==> config.mk <==
export PLATFORM = sky130hd
export DESIGN_NAME = multi_cycle_ctrl
export DESIGN_NICKNAME = d
export VERILOG_FILES = /design/src/rtl/multi_cycle_ctrl.sv
export SDC_FILE = /design/constraint.sdc
export NUM_CORES = 1
export LEC_CHECK = 0
export ABC_AREA = 1
export CAP_MARGIN = 20
export CORE_MARGIN = 1.5
export CORE_UTILIZATION = 30
export CTS_CLUSTER_SIZE = 20
export DETAILED_ROUTE_END_ITERATION = 8
export PLACE_DENSITY = 0.6
export SLEW_MARGIN = 30
export SYNTH_ARGS = -nofsm -noshare
export SYNTH_HDL_FRONTEND = slang
export SYNTH_SLANG_ARGS = --single-unit
export TNS_END_PERCENT = 50
==> constraint.sdc <==
create_clock -name clk_cpu -period 1.92 [get_ports clk_cpu]
set_input_delay 0.192 -clock clk_cpu [delete_from_list [all_inputs] [get_ports clk_cpu]]
set_output_delay 0.192 -clock clk_cpu [all_outputs]
set_load 0.01 [all_outputs]
==> src/rtl/multi_cycle_ctrl.sv <==
// Multi-cycle MIPS-subset control unit: sequences IF/ID/EX/MRD/MWR/WB over a shared ALU and memory.
// Define INT_EN to enable the interrupt entry state and the eret return path.
module multi_cycle_ctrl #(
  parameter int MEM_LAT = 1,
  parameter int CNT_W   = 4
) (
  input  logic       clk_cpu,
  input  logic       reset,
  input  logic [5:0] opcode,
  input  logic [5:0] func,
  input  logic       zero,
  input  logic       INT,
  output logic       PCWrite,
  output logic       IRWrite,
  output logic       IorD,
  output logic       MemRead,
  output logic       MemWrite,
  output logic       RegWrite,
  output logic [1:0] RegDst,
  output logic [1:0] Mem2Reg,
  output logic       ALUSrcA,
  output logic [1:0] ALUSrcB,
  output logic [2:0] ALUControl,
  output logic [1:0] PCSrc,
  output logic       EPCWrite,
  output logic       VecSel,
  output logic       IntAck,
  output logic       Illegal,
  output logic [3:0] State
);

  typedef enum logic [3:0] {
    S_IF  = 4'd0,
    S_ID  = 4'd1,
    S_EX  = 4'd2,
    S_MRD = 4'd3,
    S_MWR = 4'd4,
    S_WB  = 4'd5,
    S_INT = 4'd6
  } state_t;

  typedef enum logic [3:0] {
    K_ILL  = 4'd0,
    K_R    = 4'd1,
    K_JR   = 4'd2,
    K_IMM  = 4'd3,
    K_LW   = 4'd4,
    K_SW   = 4'd5,
    K_BEQ  = 4'd6,
    K_BNE  = 4'd7,
    K_J    = 4'd8,
    K_JAL  = 4'd9,
    K_ERET = 4'd10
  } kind_t;

  localparam logic [CNT_W-1:0] CNT_LAST = CNT_W'(MEM_LAT);
  localparam logic [CNT_W-1:0] CNT_ONE  = CNT_W'(1);

  state_t           state_q, state_d;
  logic [CNT_W-1:0] cnt_q, cnt_d;
  kind_t            kind_s;
  logic [2:0]       alu_op_s;
  logic             mem_done_s;
  logic             int_take_s;
  state_t           if_target_s;

  logic       pc_wr_s, ir_wr_s, iord_s, mem_rd_s, mem_wr_s, reg_wr_s;
  logic [1:0] reg_dst_s, mem2reg_s, src_b_s, pc_src_s;
  logic       src_a_s, epc_wr_s, vec_sel_s, int_ack_s, illegal_s;
  logic [2:0] alu_ctl_s;

`ifdef INT_EN
  logic ie_q, ie_d;
  assign int_take_s = INT & ie_q;
`else
  logic int_unused_s;
  assign int_unused_s = INT;
  assign int_take_s   = 1'b0;
`endif

  assign mem_done_s  = (cnt_q == CNT_LAST);
  assign if_target_s = int_take_s ? S_INT : S_IF;

  // Instruction class and ALU operation decoded from opcode/func.
  always_comb begin
    kind_s   = K_ILL;
    alu_op_s = 3'b010;
    case (opcode)
      6'b000000: begin
        case (func)
          6'b100000: begin kind_s = K_R; alu_op_s = 3'b010; end
          6'b100010: begin kind_s = K_R; alu_op_s = 3'b110; end
          6'b100100: begin kind_s = K_R; alu_op_s = 3'b000; end
          6'b100101: begin kind_s = K_R; alu_op_s = 3'b001; end
          6'b100111: begin kind_s = K_R; alu_op_s = 3'b100; end
          6'b101010: begin kind_s = K_R; alu_op_s = 3'b111; end
          6'b001000: kind_s = K_JR;
          default:   kind_s = K_ILL;
        endcase
      end
      6'b000010: kind_s = K_J;
      6'b000011: kind_s = K_JAL;
      6'b000100: kind_s = K_BEQ;
      6'b000101: kind_s = K_BNE;
      6'b001000: begin kind_s = K_IMM; alu_op_s = 3'b010; end
      6'b001010: begin kind_s = K_IMM; alu_op_s = 3'b111; end
      6'b001100: begin kind_s = K_IMM; alu_op_s = 3'b000; end
      // ori needs the zero-extended form; lui has its own ALU op
      6'b001101: begin kind_s = K_IMM; alu_op_s = 3'b101; end
      6'b001111: begin kind_s = K_IMM; alu_op_s = 3'b011; end
      6'b100011: kind_s = K_LW;
      6'b101011: kind_s = K_SW;
`ifdef INT_EN
      6'b010000: begin
        if (func == 6'b011000) begin
          kind_s = K_ERET;
        end else begin
          kind_s = K_ILL;
        end
      end
`endif
      default: kind_s = K_ILL;
    endcase
  end

  // Next state, wait-state counter and interrupt-enable update.
  always_comb begin
    state_d = state_q;
    cnt_d   = cnt_q;
`ifdef INT_EN
    ie_d    = ie_q;
`endif
    case (state_q)
      S_IF: begin
        if (mem_done_s) begin
          state_d = S_ID;
          cnt_d   = {CNT_W{1'b0}};
        end else begin
          cnt_d = cnt_q + CNT_ONE;
        end
      end
      S_ID: begin
        case (kind_s)
          K_R, K_IMM, K_LW, K_SW, K_BEQ, K_BNE: state_d = S_EX;
`ifdef INT_EN
          K_ERET: begin
            ie_d    = 1'b1;
            state_d = if_target_s;
          end
`endif
          default: state_d = if_target_s;
        endcase
      end
      S_EX: begin
        case (kind_s)
          K_LW:       state_d = S_MRD;
          K_SW:       state_d = S_MWR;
          K_R, K_IMM: state_d = S_WB;
          default:    state_d = if_target_s;
        endcase
      end
      S_MRD: begin
        if (mem_done_s) begin
          state_d = S_WB;
          cnt_d   = {CNT_W{1'b0}};
        end else begin
          cnt_d = cnt_q + CNT_ONE;
        end
      end
      S_MWR: begin
        if (mem_done_s) begin
          state_d = if_target_s;
          cnt_d   = {CNT_W{1'b0}};
        end else begin
          cnt_d = cnt_q + CNT_ONE;
        end
      end
      S_WB: state_d = if_target_s;
      S_INT: begin
`ifdef INT_EN
        ie_d = 1'b0;
`endif
        state_d = S_IF;
      end
      default: begin
        state_d = S_IF;
        cnt_d   = {CNT_W{1'b0}};
      end
    endcase
  end

  // State, counter and interrupt-enable registers with synchronous reset.
  always_ff @(posedge clk_cpu) begin
    if (reset) begin
      state_q <= S_IF;
      cnt_q   <= {CNT_W{1'b0}};
`ifdef INT_EN
      ie_q    <= 1'b1;
`endif
    end else begin
      state_q <= state_d;
      cnt_q   <= cnt_d;
`ifdef INT_EN
      ie_q    <= ie_d;
`endif
    end
  end

  // Datapath control decode from state, counter, instruction class and zero flag.
  always_comb begin
    pc_wr_s   = 1'b0;
    ir_wr_s   = 1'b0;
    iord_s    = 1'b0;
    mem_rd_s  = 1'b0;
    mem_wr_s  = 1'b0;
    reg_wr_s  = 1'b0;
    reg_dst_s = 2'b00;
    mem2reg_s = 2'b00;
    src_a_s   = 1'b0;
    src_b_s   = 2'b00;
    alu_ctl_s = 3'b010;
    pc_src_s  = 2'b00;
    epc_wr_s  = 1'b0;
    vec_sel_s = 1'b0;
    int_ack_s = 1'b0;
    illegal_s = 1'b0;
    case (state_q)
      S_IF: begin
        mem_rd_s = 1'b1;
        src_b_s  = 2'b01;
        if (mem_done_s) begin
          ir_wr_s = 1'b1;
          pc_wr_s = 1'b1;
        end else begin
          ir_wr_s = 1'b0;
        end
      end
      S_ID: begin
        src_b_s = 2'b11;
        case (kind_s)
          K_J: begin
            pc_wr_s  = 1'b1;
            pc_src_s = 2'b10;
          end
          K_JAL: begin
            pc_wr_s   = 1'b1;
            pc_src_s  = 2'b10;
            reg_wr_s  = 1'b1;
            reg_dst_s = 2'b10;
            mem2reg_s = 2'b10;
          end
          K_JR: begin
            pc_wr_s  = 1'b1;
            pc_src_s = 2'b11;
          end
          K_ERET: begin
            pc_wr_s  = 1'b1;
            pc_src_s = 2'b01;
          end
          K_ILL:   illegal_s = 1'b1;
          default: illegal_s = 1'b0;
        endcase
      end
      S_EX: begin
        src_a_s = 1'b1;
        case (kind_s)
          K_R: alu_ctl_s = alu_op_s;
          K_IMM: begin
            src_b_s   = 2'b10;
            alu_ctl_s = alu_op_s;
          end
          K_LW, K_SW: src_b_s = 2'b10;
          K_BEQ: begin
            alu_ctl_s = 3'b110;
            pc_src_s  = 2'b01;
            pc_wr_s   = zero;
          end
          K_BNE: begin
            alu_ctl_s = 3'b110;
            pc_src_s  = 2'b01;
            pc_wr_s   = ~zero;
          end
          default: alu_ctl_s = 3'b010;
        endcase
      end
      S_MRD: begin
        mem_rd_s = 1'b1;
        iord_s   = 1'b1;
      end
      S_MWR: begin
        mem_wr_s = 1'b1;
        iord_s   = 1'b1;
      end
      S_WB: begin
        reg_wr_s = 1'b1;
        case (kind_s)
          K_LW:    mem2reg_s = 2'b01;
          K_R:     reg_dst_s = 2'b01;
          default: reg_dst_s = 2'b00;
        endcase
      end
`ifdef INT_EN
      S_INT: begin
        epc_wr_s  = 1'b1;
        pc_wr_s   = 1'b1;
        vec_sel_s = 1'b1;
        int_ack_s = 1'b1;
      end
`endif
      default: pc_wr_s = 1'b0;
    endcase
  end

  // Enables and strobes are suppressed for the whole time reset is high.
  assign PCWrite    = pc_wr_s   & ~reset;
  assign IRWrite    = ir_wr_s   & ~reset;
  assign MemRead    = mem_rd_s  & ~reset;
  assign MemWrite   = mem_wr_s  & ~reset;
  assign RegWrite   = reg_wr_s  & ~reset;
  assign EPCWrite   = epc_wr_s  & ~reset;
  assign IntAck     = int_ack_s & ~reset;
  assign Illegal    = illegal_s & ~reset;
  assign VecSel     = vec_sel_s;
  assign IorD       = iord_s;
  assign RegDst     = reg_dst_s;
  assign Mem2Reg    = mem2reg_s;
  assign ALUSrcA    = src_a_s;
  assign ALUSrcB    = src_b_s;
  assign ALUControl = alu_ctl_s;
  assign PCSrc      = pc_src_s;
  assign State      = state_q;

endmodule

# Yosys cells after proc, flatten, opt, wreduce, memory -nomap -nowiden

Index checks and enable logic that the tools add are counted.

Bits of input ports: 16
Logic and storage cells: 102
Register bits: 8
Output and inout port bits: 26

Add/sub/neg operators: 1
Muxes and demuxes: 37
Reductions and logical operators: 16
Bitwise logic cells: 8
Equality and inequality tests: 38

Operators with widths:

| kind                 | number |
|---|---|
| $eq A6 B6 Y1 const B | 8 |
| $eq A6 B4 Y1 const B | 6 |
| $pmux W4 S8          | 1 |
| $pmux W3 S5          | 2 |
| $eq A4 B3 Y1 const B | 7 |
| $pmux W4 S5          | 1 |
| $eq A4 B2 Y1 const B | 4 |
| $mux W4              | 4 |
| $pmux W2 S2          | 4 |
| $mux W1              | 13 |
| $eq A4 B1 Y1 const B | 3 |
| $eq A4 B4 Y1 const B | 3 |
| $eq A6 B2 Y1 const B | 2 |
| $eq A6 B3 Y1 const B | 2 |
| $pmux W2 S3          | 2 |
| $reduce_or A6 Y1     | 2 |
| $reduce_or A2 Y1     | 5 |
| $pmux W3 S3          | 1 |
| $logic_not A4 Y1     | 2 |
| $pmux W4 S2          | 1 |
| $reduce_or A4 Y1     | 2 |
| $and A1 B1 Y1        | 6 |
| $logic_not A6 Y1     | 1 |
| $mux W2              | 3 |
| other kinds (10)     | 15 |

# Logic depth before layout (Yosys ltp)

Gate-level depths: netlist of run 1.

Word-level depth: 9
Gate-level depth with buffers: 12
Mapped depth without buffers: 12

# Worst setup path before layout of run 1

Ideal clock, no wire load.

Kind: reg2out
Start: reg state_q[1], in the netlist State[1]
End: out RegDst[1]
Path buffers: 1
Cell stages (with the launch flop): 7
Path slack: 0.440 ns
Required time: 1.728 ns
Arrival time: 1.288 ns
Cells stage by stage: dfxtp_1 inv_1 nand2_1 nor2_1 inv_1 nor2_1 buf_4

Word-level cells in the longest chain between the ends: 2
Elaborated cells on any way between the ends: 3
Classes of those cells: eq/ne: 2; mux: 1

RTL lines:

| element                                             | RTL line | RTL |
|---|---|---|
| from (decl)                                         | 59       | `state_t state_q, state_d;` |
| from (signal assigned)                              | 201      | `state_q <= state_d;` |
| $eq A4 B3 Y1 / $eq A4 B1 Y1 (equally long branches) | 227      | `case (state_q)` |
| $pmux W2 S2 (*)                                     | 227      |  |
| to (decl)                                           | 19       | `output logic [1:0] RegDst,` |

Mark *: on every way between the ends. The rest lies on a longest branch, timed or not.

# Final worst setup path of run 1

Start: reg state_q[2], in the netlist State[2]
End: out IorD

Word-level cells in the longest chain between the ends: 3
Elaborated cells on any way between the ends: 4
Classes of those cells: eq/ne: 2; mux: 1; reduce/logical: 1

RTL lines:

| element                                             | RTL line | RTL |
|---|---|---|
| $eq A4 B3 Y1 / $eq A4 B2 Y1 (equally long branches) | 227      |  |
| $reduce_or A2 Y1 (no source line) (*)               | n/a      |  |
| $mux W1 (*)                                         | 227      |  |
| to (decl)                                           | 15       | `output logic IorD,` |

Marked as above.

==> results of run 1 <==
metal layers:
| metal | track usage | part of all wire |
|---|---|---|
| met4 | 0.0217 | 0 |
| met2 | 0.266 | 0.40 |
| met5 | 0 | 0 |
| met3 | 0.0315 | 0.067 |
| met1 | 0.267 | 0.53 |
synthesized netlist by cell type (all sizes together):
master and n:
a211oi 1, a21boi 1, a21oi 7, a22oi 1
a311oi 1, buf 6, conb 1, dfxtp 7
inv 40, nand2 56, nand3 26, nand4 3
nor2 33, nor3 6, nor4 1, o211ai 1
o21ai 6, o41ai 1
cells by family after synthesis:
family          share of synthesized area
buf+inv                             0.189
compound gates                      0.114
other cells                       0.00368
flops                               0.138
simple gates                        0.555
repair_timing:
action                     4_1_cts  5_1_grt
resized for setup               40       11
setup buffers                    3        0
pin swaps                        7        0
setup endpoints to repair       17        8
worst register-to-register path: cells and delay by family (launching register included):
kind                   cells  cell delay (ns)
AO/OA/AOI/OAI              1             0.22
AND/OR/NAND/NOR            3             0.39
flip-flops                 1             0.38
buffers and inverters      2             0.27
area by class of cell:
cell class / instances / area (sq um)
flip-flops and latches: 7 / 146
fillers: 335 / 1450
well taps: 44 / 55.1
repair buffers: 64 / 551
multi-input cells: 148 / 749
clock buffers: 4 / 26.3
inverters: 40 / 150
sequential cells by signal, indices dropped and copies added (netlist names):
name and cells:
State 3, cnt_q 4
report_power, final:
| part | internal (mW) | switching, mW |
|---|---|---|
| Clock | 0.0794 | 0.0566 |
| Combinational | 0.142 | 0.176 |
| Sequential | 0.154 | 0.0130 |
| Total | 0.376 | 0.246 |
per-stage QoR:
| stage | util | hold slack, ns | power [mW] | std cells | worst slack (ns) |
|---|---|---|---|---|---|
| 6_report | 0.536 | 0.478 | 0.622 | 307 | 0.00461 |
| 5_1_grt | 0.536 | 0.518 | 0.669 | 307 | -0.0728 |
| 4_1_cts | 0.530 | 0.482 | 0.622 | 307 | -0.000535 |
| 3_5_place_dp | 0.508 | 0.463 | 0.476 | 300 | -0.378 |
| 3_3_place_gp | 0.508 | 0.461 | 0.477 | 300 | -0.363 |
| 2_1_floorplan | - | 0.424 | 0.330 | 201 | 0.440 |
cells in the final DEF, fill, tap and decap left out, types with 4 or more instances in the layout:
master	Yosys	final
buf_4	5	28
clkdlybuf4s50_1	0	12
a21oi_1	6	6
nand2_1	54	51
nand3_1	24	23
inv_1	34	33
nor2_2	2	11
nor2_1	29	19
conb_1	1	4
dfxtp_1	7	4
dlygate4sd2_1	0	18
nand2_2	2	5
inv_2	6	7
o21ai_0	6	5
worst paths after layout:
kind	from	to	slack [ns]	cells after the start
worst min register to register	cnt_q[1]	cnt_q[1]	0.48	2
worst max register to register	State[2]	cnt_q[0]	0.56	6
worst max-delay path	State[2]	IorD	0.005	5
worst min-delay path	cnt_q[1]	cnt_q[1]	0.48	2
==> results.ini, run 1 <==
[finish]
fin_area_sq_mm=0.00168
area_delta_synth_final_pct=64.7
antenna_cells=0
final_nets=280
drive_above_1_share=0.259

[global_routing]
grt_overflow_total=0
grt_max_degree=8
grt_pass1_vias=1225
grt_antenna_before_repair=0
grt_usage=0.176
grt_pass1_wl_um=5150

[logic_synthesis]
synthTopCellsByArea=nand2_1 20%, dfxtp_1 14%, inv_1 13%, nand3_1 12%, nor2_1 11%
netlist_area_sq_mm=0.00102
synth.avg_cell_area_sq_um=5.14
synth_top_cell_area_share=0.199
synth_top_cell_by_area=nand2_1
ys_types=26
yosysWarnings=0
synthCells=198
yosysSeqAreaShare=0.138
ys_ff_latch=7

[floorplan]
initial_utilization=0.326
fp-row-count=20
die_area_sq_mm=0.00375
die_y_um=61.3
die_x_um=61.3
coreArea_sq_mm=0.00313
ios=42

[critical_path]
startpoint_type=flop
crit_slowest_cell=clkdlybuf4s50_1
cp_top_family=buffers and inverters
slowest_delay_ns=0.53
critPathBufInv=3
required_ns=1.73
worstSetupPathType=flop to output port
crit_chain=buf_4 > nor3_4 > inv_1 > nand2_1 > clkdlybuf4s50_1
arrival_ns=1.72
worstSetupEndpointType=output port
path_max_fanout=7

[clock_network]
worstSkewPairLatency_ns=0.25
cts.sink_count=7
cts_tree=built
htree_levels=1
clk_pin_slew_ns=0.05
ctsLongestPathBuffers=2
cts_hold_buf=0
cts_root_buffer=clkbuf_4
numCtsBuffers=3

[sta]
totalNegativeSetupSlack_ns=0
rsz0062_at_grt=true
setup_viol=0
post-route-period-util=0.998
period_needed_ns=1.92
fmax_mhz=522
fin_skew_ns=0.000520
finalMaxSlewViolations=0
hold_viol=0

[place]
placedInstanceArea_sq_mm=0.00159
port_buffers=36
place_congestion=0.821
dpl.hpwl_um=2530

[pwr]
ir_drop_v=0.000186
p_leak_nw=0.978
p_per_area_mw_per_mm2=370

[drt]
dr.pass1.iters=4
drt_iter0_markers=68
post_drt_wl_per_cell_um=9.93
viasPerCell=4.48
final_antenna_net_count=0
vias=1375
drc=0
wirelength_um=3050

[worst_hold_path]
hp-class=flop to flop

[run_status]
status=complete, no violations

[run]
maxCapViolations=0

No activity file was read; power rests on OpenSTA's default activity.
==> run 2: changes to the inputs <==
Settings changed: CORE_MARGIN 1.5 to 4, RECOVER_POWER set to 50.
==> results.ini, run 2 (synthesis gave the netlist of run 1 again) <==
[global_routing]
grt_antenna_before_repair=0  ; unchanged
grt_pass1_wl_um=5310  ; +3.1%
grt_overflow_total=0  ; unchanged
grt_pass1_vias=1293  ; +5.6%
grt_max_degree=8  ; unchanged
grt_usage=0.150  ; -0.0266

[pwr]
p_comb_frac=0.505  ; -0.007
report.power.total_mw=0.610  ; -1.8%
p_leak_nw=0.980  ; +0.30%
sw_frac_of_total=0.389  ; -0.00619
intPower_mw=0.373  ; -0.83%
ir_drop_v=0.000233  ; +25%
p_sw_mw=0.237  ; -3.4%
clockPowerShare=0.219  ; about the same
p_per_area_mw_per_mm2=373  ; +0.80%
seqPwrFrac=0.276  ; +0.007

[clock_network]
worstSkewPairLatency_ns=0.25  ; about the same
post_cts_buffers=0  ; -3
cts_tree=built
ctsLongestPathBuffers=2  ; unchanged
htree_levels=1  ; unchanged
numCtsBuffers=3  ; unchanged
cts.sink_count=7  ; unchanged
cts_root_buffer=clkbuf_4
clk_pin_slew_ns=0.05  ; about the same

[drt]
post_drt_wl_per_cell_um=10.2  ; +2.7%
wirelength_um=3090  ; +1.4%
dr.pass1.iters=4  ; unchanged
vias=1341  ; -2.5%
viasPerCell=4.43  ; -1.2%
drt_iter0_markers=49  ; -28%
drc=0  ; unchanged
final_antenna_net_count=0  ; unchanged

[critical_path]
slowest_delay_ns=0.54  ; about the same
r2r_cells=6  ; unchanged
crit_slowest_cell=clkdlybuf4s50_1
critPathBufInv=3  ; unchanged
required_ns=1.73  ; about the same
worstSetupEndpointType=output port
arrival_ns=1.75  ; +0.03 ns
worstSetupPathType=flop to output port
rrSetupSlack_ns=0.54  ; -0.02 ns
crit-reg2reg-launch=State[2]
cp_top_family=buffers and inverters
cp.depth=5  ; unchanged
startpoint_type=flop
crit_chain=buf_4 > nor3_4 > inv_1 > nand2_1 > clkdlybuf4s50_1
rr_endpoint=cnt_q[2]
path_max_fanout=7  ; unchanged

[worst_hold_path]
min_to=cnt_q[1]
min_from=cnt_q[1]
hp-class=flop to flop
worstHoldPathCells=2  ; unchanged

[place]
placedInstanceArea_sq_mm=0.00158  ; -0.47%
place_congestion=0.841  ; +2.5%
dp.cells=299  ; -0.33%
post-place-ws_ns=-0.409  ; -0.0309 ns
dpl.hpwl_um=2590  ; +2.3%
port_buffers=36  ; unchanged

[floorplan]
ios=42  ; unchanged
die_area_sq_mm=0.00439  ; +17%
coreArea_sq_mm=0.00315  ; +0.80%
die_y_um=66.3  ; +8.2%
fp-row-count=20  ; unchanged
initial_utilization=0.323  ; -0.00258
die_x_um=66.3  ; +8.2%

[finish]
fin_cells=303  ; -1.3%
layout_commonest_cell=nand2_1
fin_area_sq_mm=0.00163  ; -2.6%
drive_above_1_share=0.236  ; -0.0230
antenna_cells=0  ; unchanged
largest_reg_flops=4  ; unchanged
max_flop_register=cnt_q
area_delta_synth_final_pct=60.4
final_nets=276  ; -1.4%
fin_util=0.518  ; -0.0181
fillers=353  ; +5.4%
layout_common_cells=53 x nand2_1, 33 x inv_1, 24 x nand3_1, 24 x buf_4, 21 x nor2_1

[sta]
period_needed_ns=1.94  ; +0.0279 ns
finalMaxSlewViolations=0  ; unchanged
finalWorstSetupSlack_ns=-0.0233  ; -0.0279 ns
totalNegativeSetupSlack_ns=-0.0233  ; -0.0233 ns
rsz0062_at_grt=true
setup_viol=1  ; +1
fmax_mhz=515  ; -1.4%
hold_viol=0  ; unchanged
post-route-period-util=1.01  ; +0.0145
holdWs_ns=0.477  ; -0.000539 ns
fin_skew_ns=0.00199  ; +0.00147 ns

[run_status]
violations=setup timing
status=finished with violations

[run]
maxCapViolations=0  ; unchanged

-- run 2: power by group through the flow --
stage / logic [mW] / clock network [mW] / registers [mW]
after floorplan: 0.161 / 0 / 0.169
after global placement: 0.312 / 0 / 0.169
after detailed placement: 0.308 / 0 / 0.169
after CTS: 0.305 / 0.138 / 0.166
after global routing: 0.347 / 0.149 / 0.170
final: 0.308 / 0.134 / 0.168
-- run 2: final cells by class --
class,count,area [sq um],area share
Multi-Input combinational cell,148,739,0.453
Timing Repair Buffer,60,519,0.318
Tap cell,44,55.1,0.0337
Clock buffer,4,26.3,0.0161
Sequential cell,7,144,0.0881
Inverter,40,150,0.0919
-- run 2: worst max path at each step --
stage,start,to
after floorplan,State[1],RegDst[1]
after global placement,opcode[1],Illegal
after detailed placement,opcode[2],Illegal
after CTS,func[0],PCWrite
after global routing,State[2],IorD
final,State[2],IorD
-- run 2: repair_timing --
item | 4_1_cts | 5_1_grt
setup endpoints to repair | 17 | 11
gates resized for setup | 29 | 21
pin swaps | 2 | 1
hold buffers | 0 | 0
-- run 2: layer usage --
layer / wire, um / track usage / vias to the layer above
met3: 150 / 0.0323 / 2
met1: 1650 / 0.221 / 560
met5: 0 / 0 / -
met4: 17 / 0.0305 / 0
met2: 1270 / 0.219 / 42
li1: - / - / 737
-- run 2: worst register-to-register path, stage by stage, from the launching register on --
cell and delay [ns]:
dfxtp_2 0.38, buf_4 0.17, nor3_4 0.25, nor2_1 0.10, inv_1 0.12, a21oi_1 0.10
a211oi_1 0.17
==> run 3: changes to the inputs <==
Settings changed: CORE_UTILIZATION 30 to 46, PLACE_DENSITY 0.6 to 0.86.
==> results.ini, run 3 (synthesis gave the netlist of run 1 again) <==
[run_status]
status=complete, no violations

[sta]
rsz0062_at_grt=true
period_needed_ns=1.91  ; -0.0337 ns
fmax_mhz=524  ; +1.8%
fin_skew_ns=0.00416  ; +0.00216 ns
post-route-period-util=0.995  ; -0.0175
hold_viol=0  ; unchanged
totalNegativeSetupSlack_ns=0  ; +0.0233 ns
setup_viol=0  ; -1
finalMaxSlewViolations=0  ; unchanged
holdWs_ns=0.480  ; +0.00299 ns

[floorplan]
ios=42  ; unchanged
die_area_sq_mm=0.00303  ; -31%
fp-row-count=16  ; -20%
die_y_um=55.1  ; -17%
initial_utilization=0.504  ; +0.181
die_x_um=55.1  ; -17%
coreArea_sq_mm=0.00202  ; -36%

[pwr]
ir_drop_v=0.000513  ; +120%
p_leak_nw=0.935  ; -4.7%
clockPowerShare=0.223  ; +0.004
intPower_mw=0.367  ; -1.5%
p_comb_frac=0.508  ; +0.003
seqPwrFrac=0.269  ; -0.007
p_sw_mw=0.255  ; +7.6%
p_per_area_mw_per_mm2=387  ; +3.6%
sw_frac_of_total=0.410  ; +0.0212

[finish]
antenna_cells=0  ; unchanged
fillers=156  ; -56%
final_nets=277  ; +0.36%
drive_above_1_share=0.254  ; +0.0183
seq_area_sq_um=146  ; +1.7%
layout_common_cells=52 x nand2_1, 32 x inv_1, 24 x nand3_1, 24 x buf_4, 19 x nor2_1
fin_util=0.796  ; +0.278
area_delta_synth_final_pct=58.1
layout_commonest_cell=nand2_1
multi_input_area_sq_um=737  ; -0.34%
max_flop_register=cnt_q
largest_reg_flops=4  ; unchanged

[clock_network]
htree_levels=1  ; unchanged
cts_hold_buf=0  ; unchanged
worstSkewPairLatency_ns=0.26  ; about the same
ctsLongestPathBuffers=2  ; unchanged
clk_pin_slew_ns=0.05  ; about the same
numCtsBuffers=3  ; unchanged
cts_root_buffer=clkbuf_4
cts_tree=built
cts.sink_count=7  ; unchanged

[critical_path]
arrival_ns=1.72  ; -0.03 ns
worstSetupPathType=flop to output port
worstSetupEndpointType=output port
startpoint_type=flop
required_ns=1.73  ; about the same
path_max_fanout=5  ; -2

[drt]
dr.pass1.iters=5  ; +1
drt_iter0_markers=68  ; +39%
wirelength_um=3830  ; +24%
viasPerCell=5.29  ; +20%
vias=1519  ; +13%
drc=0  ; unchanged
final_antenna_net_count=0  ; unchanged
post_drt_wl_per_cell_um=13.3  ; +31%

[global_routing]
grt_pass1_vias=1430  ; +11%
grt_pass1_wl_um=5690  ; +7.0%
grt_overflow_total=0  ; unchanged
grt_usage=0.253  ; +0.104
grt_max_degree=8  ; unchanged
grt_antenna_before_repair=0  ; unchanged

[run]
maxCapViolations=0  ; unchanged

[place]
place_congestion=0.933  ; +11%
port_buffers=36  ; unchanged
dpl.hpwl_um=2720  ; +5.3%

[worst_hold_path]
hp-class=flop to flop

run 3: cell count changes in the layout (fill, tap and decap cells not counted), sizes merged:
cell           delta
dlymetal6s2s      -4
clkbuf            +3
clkdlybuf4s50     -2
dlygate4sd3       +2
clkdlybuf4s15     +1
clkdlybuf4s25     +1
run 3: through the flow:
step / cells / cell area [sq um] / setup WS (ns) / power [mW]
after detailed placement: 277 / 1540 / -0.394 / 0.473
after global routing: 287 / 1610 / -0.0674 / 0.667
after global placement: 277 / 1540 / -0.345 / 0.466
final: 287 / 1610 / 0.0104 / 0.623
after floorplan: 201 / 1030 / 0.440 / 0.330
after CTS: 284 / 1620 / -0.00469 / 0.619
run 3: power by group through the flow:
| stage | Sequential (mW) | Clock, mW | Combinational [mW] |
|---|---|---|---|
| after floorplan | 0.169 | 0 | 0.161 |
| after global placement | 0.168 | 0 | 0.298 |
| after detailed placement | 0.169 | 0 | 0.304 |
| after CTS | 0.168 | 0.142 | 0.309 |
| after global routing | 0.168 | 0.154 | 0.345 |
| final | 0.167 | 0.139 | 0.316 |
run 3: final cells by class:
cell class                      count  area share
Sequential cell                     7      0.0909
Inverter                           40      0.0932
Timing Repair Buffer               61       0.321
Multi-Input combinational cell    148       0.458
Clock buffer                        4      0.0163
Tap cell                           27      0.0210
run 3: worst paths after layout:
| check | start | end | slack [ns] | cells past startpoint |
|---|---|---|---|---|
| setup / recovery | State[2] | Mem2Reg[0] | 0.01 | 4 |
| hold / removal | cnt_q[1] | cnt_q[1] | 0.48 | 2 |
| setup reg to reg | State[2] | cnt_q[2] | 0.31 | 6 |
| hold reg to reg | cnt_q[1] | cnt_q[1] | 0.48 | 2 |
run 3: critical path, stage by stage, from the launching register on:
cell and delay [ns]:
dfxtp_4 0.40, buf_4 0.15, nand3_1 0.12, nor2_1 0.22
clkdlybuf4s50_1 0.57
run 3: timing repair:
action / 4_1_cts / 5_1_grt
pin swaps: 3 / 3
gates resized for setup: 41 / 13
cloned: 0 / 0
endpoints found under the setup margin: 14 / 11
setup buffers: 3 / 3
run 3: per-layer routing:
layer,GRT usage,wire (um)
met2,0.476,1890
met1,0.284,1510
met5,0,0
met4,0.0607,78
met3,0.0590,346
